[src/rtl/oport_alloc_pkg.sv]
// -----------------------------------------------------------------------------
// oport_alloc_pkg
//   Shared types and constants for the per-output-port wormhole allocator.
//   - NP          : number of router input ports competing for one output
//   - port_vec_t  : one bit per input port
//   - oa_state_e  : allocator states (OA_IDLE / OA_LOCK)
//   - LAST_RST    : round-robin pointer value after reset (input 1 first)
//   - lowest_set  : isolate the least-significant set bit of a port vector
// -----------------------------------------------------------------------------
package oport_alloc_pkg;

   localparam int NP = 5;

   typedef logic [NP-1:0] port_vec_t;

   typedef enum logic {
      OA_IDLE = 1'b0,
      OA_LOCK = 1'b1
   } oa_state_e;

   localparam port_vec_t LAST_RST = 5'b00001;

   // Two's-complement trick: v & -v keeps only the lowest set bit.
   function automatic port_vec_t lowest_set(input port_vec_t v);
      return v & (~v + port_vec_t'(1));
   endfunction

endpackage

[src/rtl/oport_alloc_if.sv]
// -----------------------------------------------------------------------------
// oport_alloc_if
//   Request/grant and credit bundle between the router's input side and one
//   output-port allocator.
//   master : drives req, mreq, fvld, ftail, credit_in; observes the results
//   slave  : the allocator; drives sel, grt, send, credits, busy, ovf
// -----------------------------------------------------------------------------
interface oport_alloc_if #(
   parameter int CNTW = 3
);
   import oport_alloc_pkg::*;

   port_vec_t        req;        // head flit routed to this output, per input
   port_vec_t        mreq;       // multicast/absorb class, per input
   port_vec_t        fvld;       // valid flit presented, per input
   port_vec_t        ftail;      // presented flit is a tail, per input
   logic             credit_in;  // downstream freed one slot
   port_vec_t        sel;        // registered one-hot owner (output mux select)
   port_vec_t        grt;        // owner's flit accepted this cycle
   logic             send;       // a flit crosses the output this cycle
   logic [CNTW-1:0]  credits;    // current downstream credit count
   logic             busy;       // allocator locked to an owner
   logic             ovf;        // sticky credit overflow

   modport master (
      output req, mreq, fvld, ftail, credit_in,
      input  sel, grt, send, credits, busy, ovf
   );

   modport slave (
      input  req, mreq, fvld, ftail, credit_in,
      output sel, grt, send, credits, busy, ovf
   );

endinterface

[src/rtl/oport_alloc_rr_pick.sv]
// -----------------------------------------------------------------------------
// rr_pick
//   Stateless round-robin picker. Returns the first set bit of req found by
//   scanning upward from the position just above the one-hot pointer last,
//   wrapping from bit 4 back to bit 0.
//   req  : candidate inputs
//   last : one-hot previous winner (lowest priority)
//   win  : one-hot winner, 0 when req is 0
// -----------------------------------------------------------------------------
module rr_pick
   import oport_alloc_pkg::*;
(
   input  port_vec_t req,
   input  port_vec_t last,
   output port_vec_t win
);

   port_vec_t w_hi;

   always_comb begin
      // Candidates strictly above the pointer win first; otherwise wrap and
      // take the lowest candidate overall (which includes last itself).
      w_hi = req & ~(last | (last - port_vec_t'(1)));
      win  = (w_hi != '0) ? lowest_set(w_hi) : lowest_set(req);
   end

endmodule

[src/rtl/oport_alloc.sv]
// -----------------------------------------------------------------------------
// oport_alloc
//   Wormhole allocator and credit flow controller for one router output port.
//   In IDLE it picks an input round-robin (multicast/absorb class first) and
//   locks onto it; in LOCK it forwards the owner's flits while credits remain
//   and releases the lock when the tail flit leaves.
//   clk  : rising-edge clock
//   rst_ : synchronous, active-low reset
//   bus  : oport_alloc_if.slave (requests, flit valid/tail, credit return,
//          sel/grt/send/credits/busy/ovf)
// -----------------------------------------------------------------------------
module oport_alloc
   import oport_alloc_pkg::*;
#(
   parameter int PORTID = 0,
   parameter int DEPTH  = 4,
   parameter int CNTW   = 3
)(
   input  logic           clk,
   input  logic           rst_,
   oport_alloc_if.slave   bus
);

   localparam logic [CNTW-1:0] CMAX = CNTW'(DEPTH);

   oa_state_e        r_state;
   oa_state_e        w_state_nxt;
   port_vec_t        r_sel;
   port_vec_t        r_last;
   logic [CNTW-1:0]  r_credits;
   logic             r_ovf;

   port_vec_t        w_mc;
   port_vec_t        w_elig;
   port_vec_t        w_win;
   logic             w_send;
   logic             w_tail;

   // Priority class filter: any multicast/absorb request hides unicast ones.
   always_comb begin
      w_mc   = bus.req & bus.mreq;
      w_elig = (w_mc != '0) ? w_mc : bus.req;
   end

   rr_pick u_rr_pick (
      .req  (w_elig),
      .last (r_last),
      .win  (w_win)
   );

   // ---------------- state register ----------------
   // NOTE: reset is synchronous here, so it is tested inside the clocked
   // branch rather than listed in the sensitivity list.
   always_ff @(posedge clk) begin
      if (!rst_) r_state <= OA_IDLE;
      // NOTE: sequential state uses non-blocking assignments so every
      // register samples pre-edge values regardless of process order.
      else       r_state <= w_state_nxt;
   end

   // ---------------- next-state logic ----------------
   // NOTE: the default assignment first keeps this block free of latches.
   always_comb begin
      w_state_nxt = r_state;
      unique case (r_state)
         OA_IDLE: if (w_elig != '0)     w_state_nxt = OA_LOCK;
         OA_LOCK: if (w_send && w_tail) w_state_nxt = OA_IDLE;
      endcase
   end

   // ---------------- output logic ----------------
   always_comb begin
      w_send = 1'b0;
      if (r_state == OA_LOCK)
         w_send = ((r_sel & bus.fvld) != '0) && (r_credits != '0);
      w_tail = (r_sel & bus.ftail) != '0;
   end

   assign bus.send    = w_send;
   assign bus.grt     = r_sel & {NP{w_send}};
   assign bus.sel     = r_sel;
   assign bus.busy    = (r_state == OA_LOCK);
   assign bus.credits = r_credits;
   assign bus.ovf     = r_ovf;

   // ---------------- owner and round-robin pointer ----------------
   always_ff @(posedge clk) begin
      if (!rst_) begin
         r_sel  <= '0;
         r_last <= LAST_RST;
      end else if (r_state == OA_IDLE) begin
         if (w_elig != '0) r_sel <= w_win;
      end else if (w_send && w_tail) begin
         r_sel  <= '0;
         r_last <= r_sel;
      end
   end

   // ---------------- downstream credits ----------------
   always_ff @(posedge clk) begin
      if (!rst_) begin
         r_credits <= CMAX;
         r_ovf     <= 1'b0;
      end else begin
         case ({w_send, bus.credit_in})
            2'b10: r_credits <= r_credits - CNTW'(1);
            2'b01: begin
               // A return into a full counter is a protocol error: hold and flag.
               if (r_credits == CMAX) r_ovf     <= 1'b1;
               else                   r_credits <= r_credits + CNTW'(1);
            end
            default: ;  // idle, or send and return cancel out
         endcase
      end
   end

   a_sel_onehot : assert property (@(posedge clk) disable iff (!rst_)
                                   $onehot0(r_sel) && (r_credits <= CMAX))
      else $error("oport_alloc[%0d]: sel not one-hot or credits above depth", PORTID);

endmodule

[src/flat_wrapper.sv]
// flat-port wrapper written by rule: the top's interface ports become plain ports
module oport_alloc_flat import oport_alloc_pkg::*;
#(
   parameter int PORTID = 0,
   parameter int DEPTH  = 4,
   parameter int CNTW   = 3
)
  (clk, rst_, bus_req, bus_mreq, bus_fvld, bus_ftail, bus_credit_in, bus_sel, bus_grt, bus_send, bus_credits, bus_busy, bus_ovf);
  oport_alloc_if #(.CNTW(CNTW)) bus_i ();
  input  logic clk;
  input  logic rst_;
  input wire logic [$bits(bus_i.req)-1:0] bus_req;
  input wire logic [$bits(bus_i.mreq)-1:0] bus_mreq;
  input wire logic [$bits(bus_i.fvld)-1:0] bus_fvld;
  input wire logic [$bits(bus_i.ftail)-1:0] bus_ftail;
  input wire logic [$bits(bus_i.credit_in)-1:0] bus_credit_in;
  output wire logic [$bits(bus_i.sel)-1:0] bus_sel;
  output wire logic [$bits(bus_i.grt)-1:0] bus_grt;
  output wire logic [$bits(bus_i.send)-1:0] bus_send;
  output wire logic [$bits(bus_i.credits)-1:0] bus_credits;
  output wire logic [$bits(bus_i.busy)-1:0] bus_busy;
  output wire logic [$bits(bus_i.ovf)-1:0] bus_ovf;
  assign bus_i.req = bus_req;
  assign bus_i.mreq = bus_mreq;
  assign bus_i.fvld = bus_fvld;
  assign bus_i.ftail = bus_ftail;
  assign bus_i.credit_in = bus_credit_in;
  assign bus_sel = bus_i.sel;
  assign bus_grt = bus_i.grt;
  assign bus_send = bus_i.send;
  assign bus_credits = bus_i.credits;
  assign bus_busy = bus_i.busy;
  assign bus_ovf = bus_i.ovf;
  oport_alloc #(.PORTID(PORTID), .DEPTH(DEPTH), .CNTW(CNTW)) u_core (.clk(clk), .rst_(rst_), .bus(bus_i));
endmodule
[config.mk]
export PLATFORM = sky130hd
export DESIGN_NAME = oport_alloc_flat
export DESIGN_NICKNAME = d
export VERILOG_FILES = /design/src/rtl/oport_alloc_pkg.sv /design/src/rtl/oport_alloc_if.sv /design/src/rtl/oport_alloc_rr_pick.sv /design/src/rtl/oport_alloc.sv /design/src/flat_wrapper.sv
export SDC_FILE = /design/constraint.sdc
export NUM_CORES = 1
export LEC_CHECK = 0
export ABC_AREA = 0
export ABC_CLOCK_PERIOD_IN_PS = 2410
export BUFFER_PORTS_ARGS = -buffer_cell sky130_fd_sc_hd__buf_4
export CAP_MARGIN = 40
export CELL_PAD_IN_SITES_DETAIL_PLACEMENT = 1
export CELL_PAD_IN_SITES_GLOBAL_PLACEMENT = 1
export CORE_UTILIZATION = 33
export DETAILED_ROUTE_END_ITERATION = 7
export PLACE_DENSITY = 0.78
export SETUP_SLACK_MARGIN = 0.3
export SYNTH_ARGS = -nofsm -noshare
export SYNTH_HDL_FRONTEND = slang
export SYNTH_SLANG_ARGS = --single-unit
export TNS_END_PERCENT = 1
[constraint.sdc]
create_clock -name clk -period 2.41 [get_ports clk]
set_input_delay 0.482 -clock clk [delete_from_list [all_inputs] [get_ports clk]]
set_output_delay 0.482 -clock clk [all_outputs]
set_load 0.1 [all_outputs]
# ---- Word-level counts from Yosys, hierarchy flattened
# Index checks and enable logic that the tools add are counted.
dict set report word_totals {
  register_bits 15
  latchBits 0
  ramBits 0
  romBits 0
  input_bits 23
  out_inout_bits 16
  elab_cells 52
  mem_count 0
}
dict set report classes {
  addsub 5
  mul 0
  div_mod_pow 0
  magnitude_cmp 0
  eq_ne 5
  shifts 0
  mux 11
  bitwise_logic 12
  n_reduce_logical 14
}
# operator n
set ops {}
lappend ops {{5-bit bitwise AND} 7}
lappend ops {{5-bit two-way mux} 5}
lappend ops {{5-bit nonzero test} 5}
lappend ops {{5-bit NOT} 3}
lappend ops {{5-bit by 1-bit adder with 5-bit output, second input constant} 2}
lappend ops {{2-bit AND reduction} 4}
lappend ops {{3-bit one-hot mux with 2 select lines} 1}
lappend ops {{5-bit OR} 1}
lappend ops {{5-bit by 1-bit subtractor with 5-bit output, second input constant} 1}
lappend ops {{2-bit != test, second input constant} 2}
lappend ops {{2-bit nonzero test} 2}
lappend ops {{3-bit by 1-bit adder with 3-bit output, second input constant} 1}
lappend ops {{3-bit equality test, second input constant} 1}
lappend ops {{1-bit two-way mux} 3}
lappend ops {{3-bit two-way mux} 1}
lappend ops {{3-bit nonzero test} 1}
lappend ops {{3-bit by 1-bit subtractor with 3-bit output, second input constant} 1}
lappend ops {{2-bit by 1-bit equality test with 1-bit output, second input constant} 1}
lappend ops {{2-bit equality test, second input constant} 1}
lappend ops {{1-bit logical AND} 2}
lappend ops {{1-bit one-hot mux with 2 select lines} 1}
lappend ops {{1-bit NOT} 1}

# ---- Depth between registers and ports, before layout
dict set report logic_depth {
  ltp_word 10
  depth_mapped 8
  depth_no_buf 8
}

# ---- Cells and area by module
# From an unflattened synthesis, not the netlist that was laid out.
dict set report hier_totals {
  hier_cells 133
  hier_area_um2 1093.5
}
# module n_inst cells_per_inst area_each_um2 seq_area_each_um2
set modules_own_cells {}
lappend modules_own_cells {oport_alloc 1 107 917.1 300.3}
lappend modules_own_cells {rr_pick 1 26 176.4 0.0}

# ---- Least setup slack after synthesis
# OpenSTA, ideal clock, no wires.
dict set report synth_path {
  path_type {flip-flop to output port}
  from {register u_core.r_sel[4], in the netlist u_core.bus.sel[4]}
  to {output bus_grt[0]}
  arrival_time_ns 3.896
  required_time_ns 1.928
  path_slack_ns -1.968
  path_stages_with_launch 4
  n_path_buf 0
  cell_sequence {dfxtp_1 -> a222oi_1 -> a21oi_1 -> and2_1}
}
dict set report synth_between {
  elab_chain_cells 5
}
# element line_no
set synth_rtl {}
lappend synth_rtl {{start, declared} oport_alloc.sv:28} ;# port_vec_t r_sel;
lappend synth_rtl {{start signal, assigned} oport_alloc.sv:92} ;# if (w_elig != '0) r_sel <= w_win;
lappend synth_rtl {{5-bit bitwise AND} oport_alloc.sv:75} ;# w_send = ((r_sel & bus.fvld) != '0) && (r_credits != '0);
lappend synth_rtl {{5-bit nonzero test} oport_alloc.sv:75}
lappend synth_rtl {{1-bit logical AND} oport_alloc.sv:75}
lappend synth_rtl {{1-bit two-way mux} oport_alloc.sv:74} ;# if (r_state == OA_LOCK)
lappend synth_rtl {{via bus_send} flat_wrapper.sv:19} ;# output wire logic [$bits(bus_i.send)-1:0] bus_send;
lappend synth_rtl {{5-bit bitwise AND} oport_alloc.sv:80} ;# assign bus.grt = r_sel & {NP{w_send}};
lappend synth_rtl {{end, declared} flat_wrapper.sv:18} ;# output wire logic [$bits(bus_i.grt)-1:0] bus_grt;
# The timed path passes the listed nets, and every way through them passes these cells.

# ---- Worst setup path in the final report
dict set report layout_path {
  from {register u_core.r_sel[4], in the netlist u_core.bus.sel[4]}
  to {output bus_grt[2]}
}
dict set report layout_between {
  elab_chain_cells 5
}
# element line_no
set layout_rtl {}
lappend layout_rtl {{5-bit bitwise AND} oport_alloc.sv:75}
lappend layout_rtl {{5-bit nonzero test} oport_alloc.sv:75}
lappend layout_rtl {{1-bit logical AND} oport_alloc.sv:75}
lappend layout_rtl {{1-bit two-way mux} oport_alloc.sv:74}
lappend layout_rtl {{5-bit bitwise AND} oport_alloc.sv:80}
# No other way between the ends.

==> summary.md <==
| Metric | Value |
|---|---|
| Status | `finished, final reports clean` |
| Total power draw | `0.814 mW` |
| Synth Flop Type | `dfxtp_1` |
| Startpoint Class | `flop` |
| Tot GR Track Use | `21.0%` |
| Largest family of logic cells by synthesized area | `simple AND/OR/NAND/NOR gates` |
| Worst-Skew Late Latency | `0.28 ns` |
| Vias in the first global route | `1082` |
| CTS sink cnt | `15` |
| CP max FO | `5` |
| ANT nets after route | `0` |
| Final instance area | `1470 sq um` |
| Area delta synth->final | `55.1%` |
| Max Clock Freq | `461 MHz` |
| Final period util | `90.0%` |
| Total number of vias | `1057` |
| Hold_buf cts | `0` |
| Die Y | `55.6 um` |
| PD cells | `552 nW/um^2` |
| Syn Nets | `134` |
| Layout Nets | `182` |
| Diodes inserted | `0` |
| Number of detailed-route iterations in the first pass | `4` |
| Final hold viol count | `0` |
| DRC errors left | `0` |
| Initial core utilization | `34.7%` |
| R2r setup slk | `0.30 ns` |
| Post-synthesis xor/xnor area fraction | `1.84%` |
| Share of post-route cells with drive strength above 1 | `43.9%` |
| Total die area | `3100 sq um` |
| Hold Crit Start | `rst_` |
| CTS tree | `yes` |
| Critical path required time | `1.93 ns` |
| Slew @ Worst Pin | `0.499 ns` |
| Post-synth EDFFs | `0` |
| I/O Buffers | `38` |
| P_leak | `0.672 nW` |
| Setup crit end kind | `output port` |
| Via-per-instance ratio | `5.62` |
| Synth Area in Simple Gates | `30.7%` |
| Seq cells post-synth | `15` |
| YS warnings | `0` |
| Count of cell types in the netlist | `44` |
| Hold slack | `0.442 ns` |
| R2R cell count | `7` |
| CTS root buffer | `clkbuf_4` |
| Synth Cell Area | `950 sq um` |
| Site row count | `19` |
| Area of placed instances | `1350 sq um` |
| Wire length per cell | `16.7 um` |
| Slew Viols, Final | `0` |
| Worst hold path cell count | `2` |
| Arrival @ worst endpoint | `1.69 ns` |
| Register area share after synthesis | `31.6%` |
| CTS max path bufs | `2` |
| Post-synthesis mux area share | `5.27%` |
| Endpoints failing setup | `0` |
| Final period demand of the worst path | `2.17 ns` |
| Clock transition at path regs | `0.09 ns` |
| Die width | `55.6 um` |
| Cells after Synth | `110` |
| Max-slew headroom | `66.7%` |
| Hpwl dp | `2340 um` |
| First-pass GRT wire length | `5180 um` |
| Largest net degree at the start of global routing | `13` |
| Routed WL | `3150 um` |
| Grt total ovfl | `0` |
| Avg Inst Size Synth | `8.63 sq um` |
| I/O Pins | `39` |
| WHS Endpoint | `u_core.bus.credits[2]` |
| Async set or reset register ratio after synthesis | `0%` |
| Drt first-iter violations | `32` |
| Adder-Cell Fraction of Synth Area | `2.11%` |
| Cts bufs inserted | `3` |
| Setup CP Type | `flop to output port` |
| Crit Reg-Reg Startpoint | `u_core.bus.sel[4]` |
| Compound-cell area share of the yosys netlist | `27.7%` |
| Core area | `2730 sq um` |
| Reg2reg end | `u_core.bus.credits[2]` |
| VDD IR max | `0.561 mV` |
| Skew final | `0.00443 ns` |
| Unrepaired setup endpoints after global routing | `yes` |
| CTS H-tree lvls | `1` |
| Max_cap viols | `0` |
| Worst Hold Class | `input port to flop` |
| Final Util | `53.9%` |
| Initial antenna violation count | `0` |
| RD Place Congestion | `0.802` |
==> worst max-delay path by stage <==
stage	from	end	slack (ns)	cells past startpoint
floorplan	u_core.bus.sel[4]	u_core.bus.credits[1]	-0.03	6
global placement	bus_fvld[4]	u_core.bus.credits[2]	0.11	8
detailed placement	bus_fvld[4]	u_core.bus.credits[2]	0.04	8
CTS	u_core.bus.sel[4]	bus_grt[0]	0.25	5
global route	u_core.bus.sel[4]	bus_grt[2]	0.18	5
finish	u_core.bus.sel[4]	bus_grt[2]	0.24	5
==> where the power goes <==
part / switching, mW / internal [mW]
combinational: 0.254 / 0.126
clock: 0.0767 / 0.0641
sequential: 0.0249 / 0.268
total: 0.355 / 0.458
==> cells in the final DEF (no fill, tap or decap), types with 2 or more instances in the layout <==
cell       count
nor2_1         4
buf_4         37
clkbuf_4       3
nor3_1         5
nor2b_1        6
buf_12         5
and2_4         5
o2bb2ai_1      2
o21a_1         2
a31oi_1        2
dfxtp_4        9
a21oi_1        5
o21ai_0        2
nor3b_1        2
and3_1         2
nand2_1       12
a222oi_1       3
mux2i_1        5
a22oi_1        3
nand2b_1       3
o31ai_1        2
dfxtp_1        6
==> through the flow <==
stage	TNS, ns	setup slack (ns)	cells
after detailed placement	0	0.0387	180
after global routing	0	0.178	188
after floorplan	-0.0554	-0.0328	110
after CTS	0	0.246	188
final	0	0.241	188
after global placement	0	0.112	180
==> Yosys cell counts (all sizes together) (2+ instances only) <==
cell	n	share of area, %
nor2b	6	4.0
and2	7	4.7
nand2	13	5.1
nor3b	2	1.6
o2bb2ai	2	1.8
nor2	4	1.6
o21a	2	1.6
mux2i	5	5.3
a22oi	3	2.4
nor3	5	2.6
nand2b	4	2.6
and3	2	1.3
a31oi	2	1.3
dfxtp	15	32
o21ai	3	1.6
a21oi	6	3.2
a222oi	3	3.2
o31ai	2	1.6
==> sequential cells by signal (all words and copies together), names as in the netlist <==
signal              count
u_core.bus.busy         1
u_core.bus.credits      3
u_core.bus.ovf          1
u_core.bus.sel          5
u_core.r_last           5
==> kinds of logic (layout without fill, tap and decap cells) <==
kind of cell,count (synthesis),in the layout
AO/OA/AOI/OAI,34,34
multiplexers,5,5
XOR/XNOR,2,2
AND/OR/NAND/NOR,51,51
adder cells (fa/ha/maj),1,1
buffers and inverters,2,49
flip-flops,15,15
==> cell type report <==
| class | count | area, sq um |
|---|---|---|
| fillers | 329 | 1260 |
| repair buffers | 44 | 394 |
| flip-flops and latches | 15 | 334 |
| inverters | 1 | 3.75 |
| multi-input cells | 93 | 676 |
| clock buffers | 4 | 26.3 |
| well taps | 31 | 38.8 |
==> per-layer routing <==
layer  vias up  track usage (%)  wire length (um)
met3         4             3.95                87
met4         0             2.50                35
li1        514                -                 -
met5         -                0                 0
met2        20             38.7              1650
met1       519             25.9              1370
==> critical path: stages, from the launching register on <==
cell and delay [ns]:
dfxtp_4 0.35, a222oi_1 0.49, a21oi_4 0.11, buf_6 0.16, and2_4 0.14, buf_12 0.16
==> timing repair <==
item                       4_1_cts  5_1_grt
gates resized for setup         16        0
gates cloned                     1        0
setup endpoints to repair        7        7
pin swaps                        7        0
setup buffers                    3        0
Note: power is estimated with default switching activity, not from simulation.
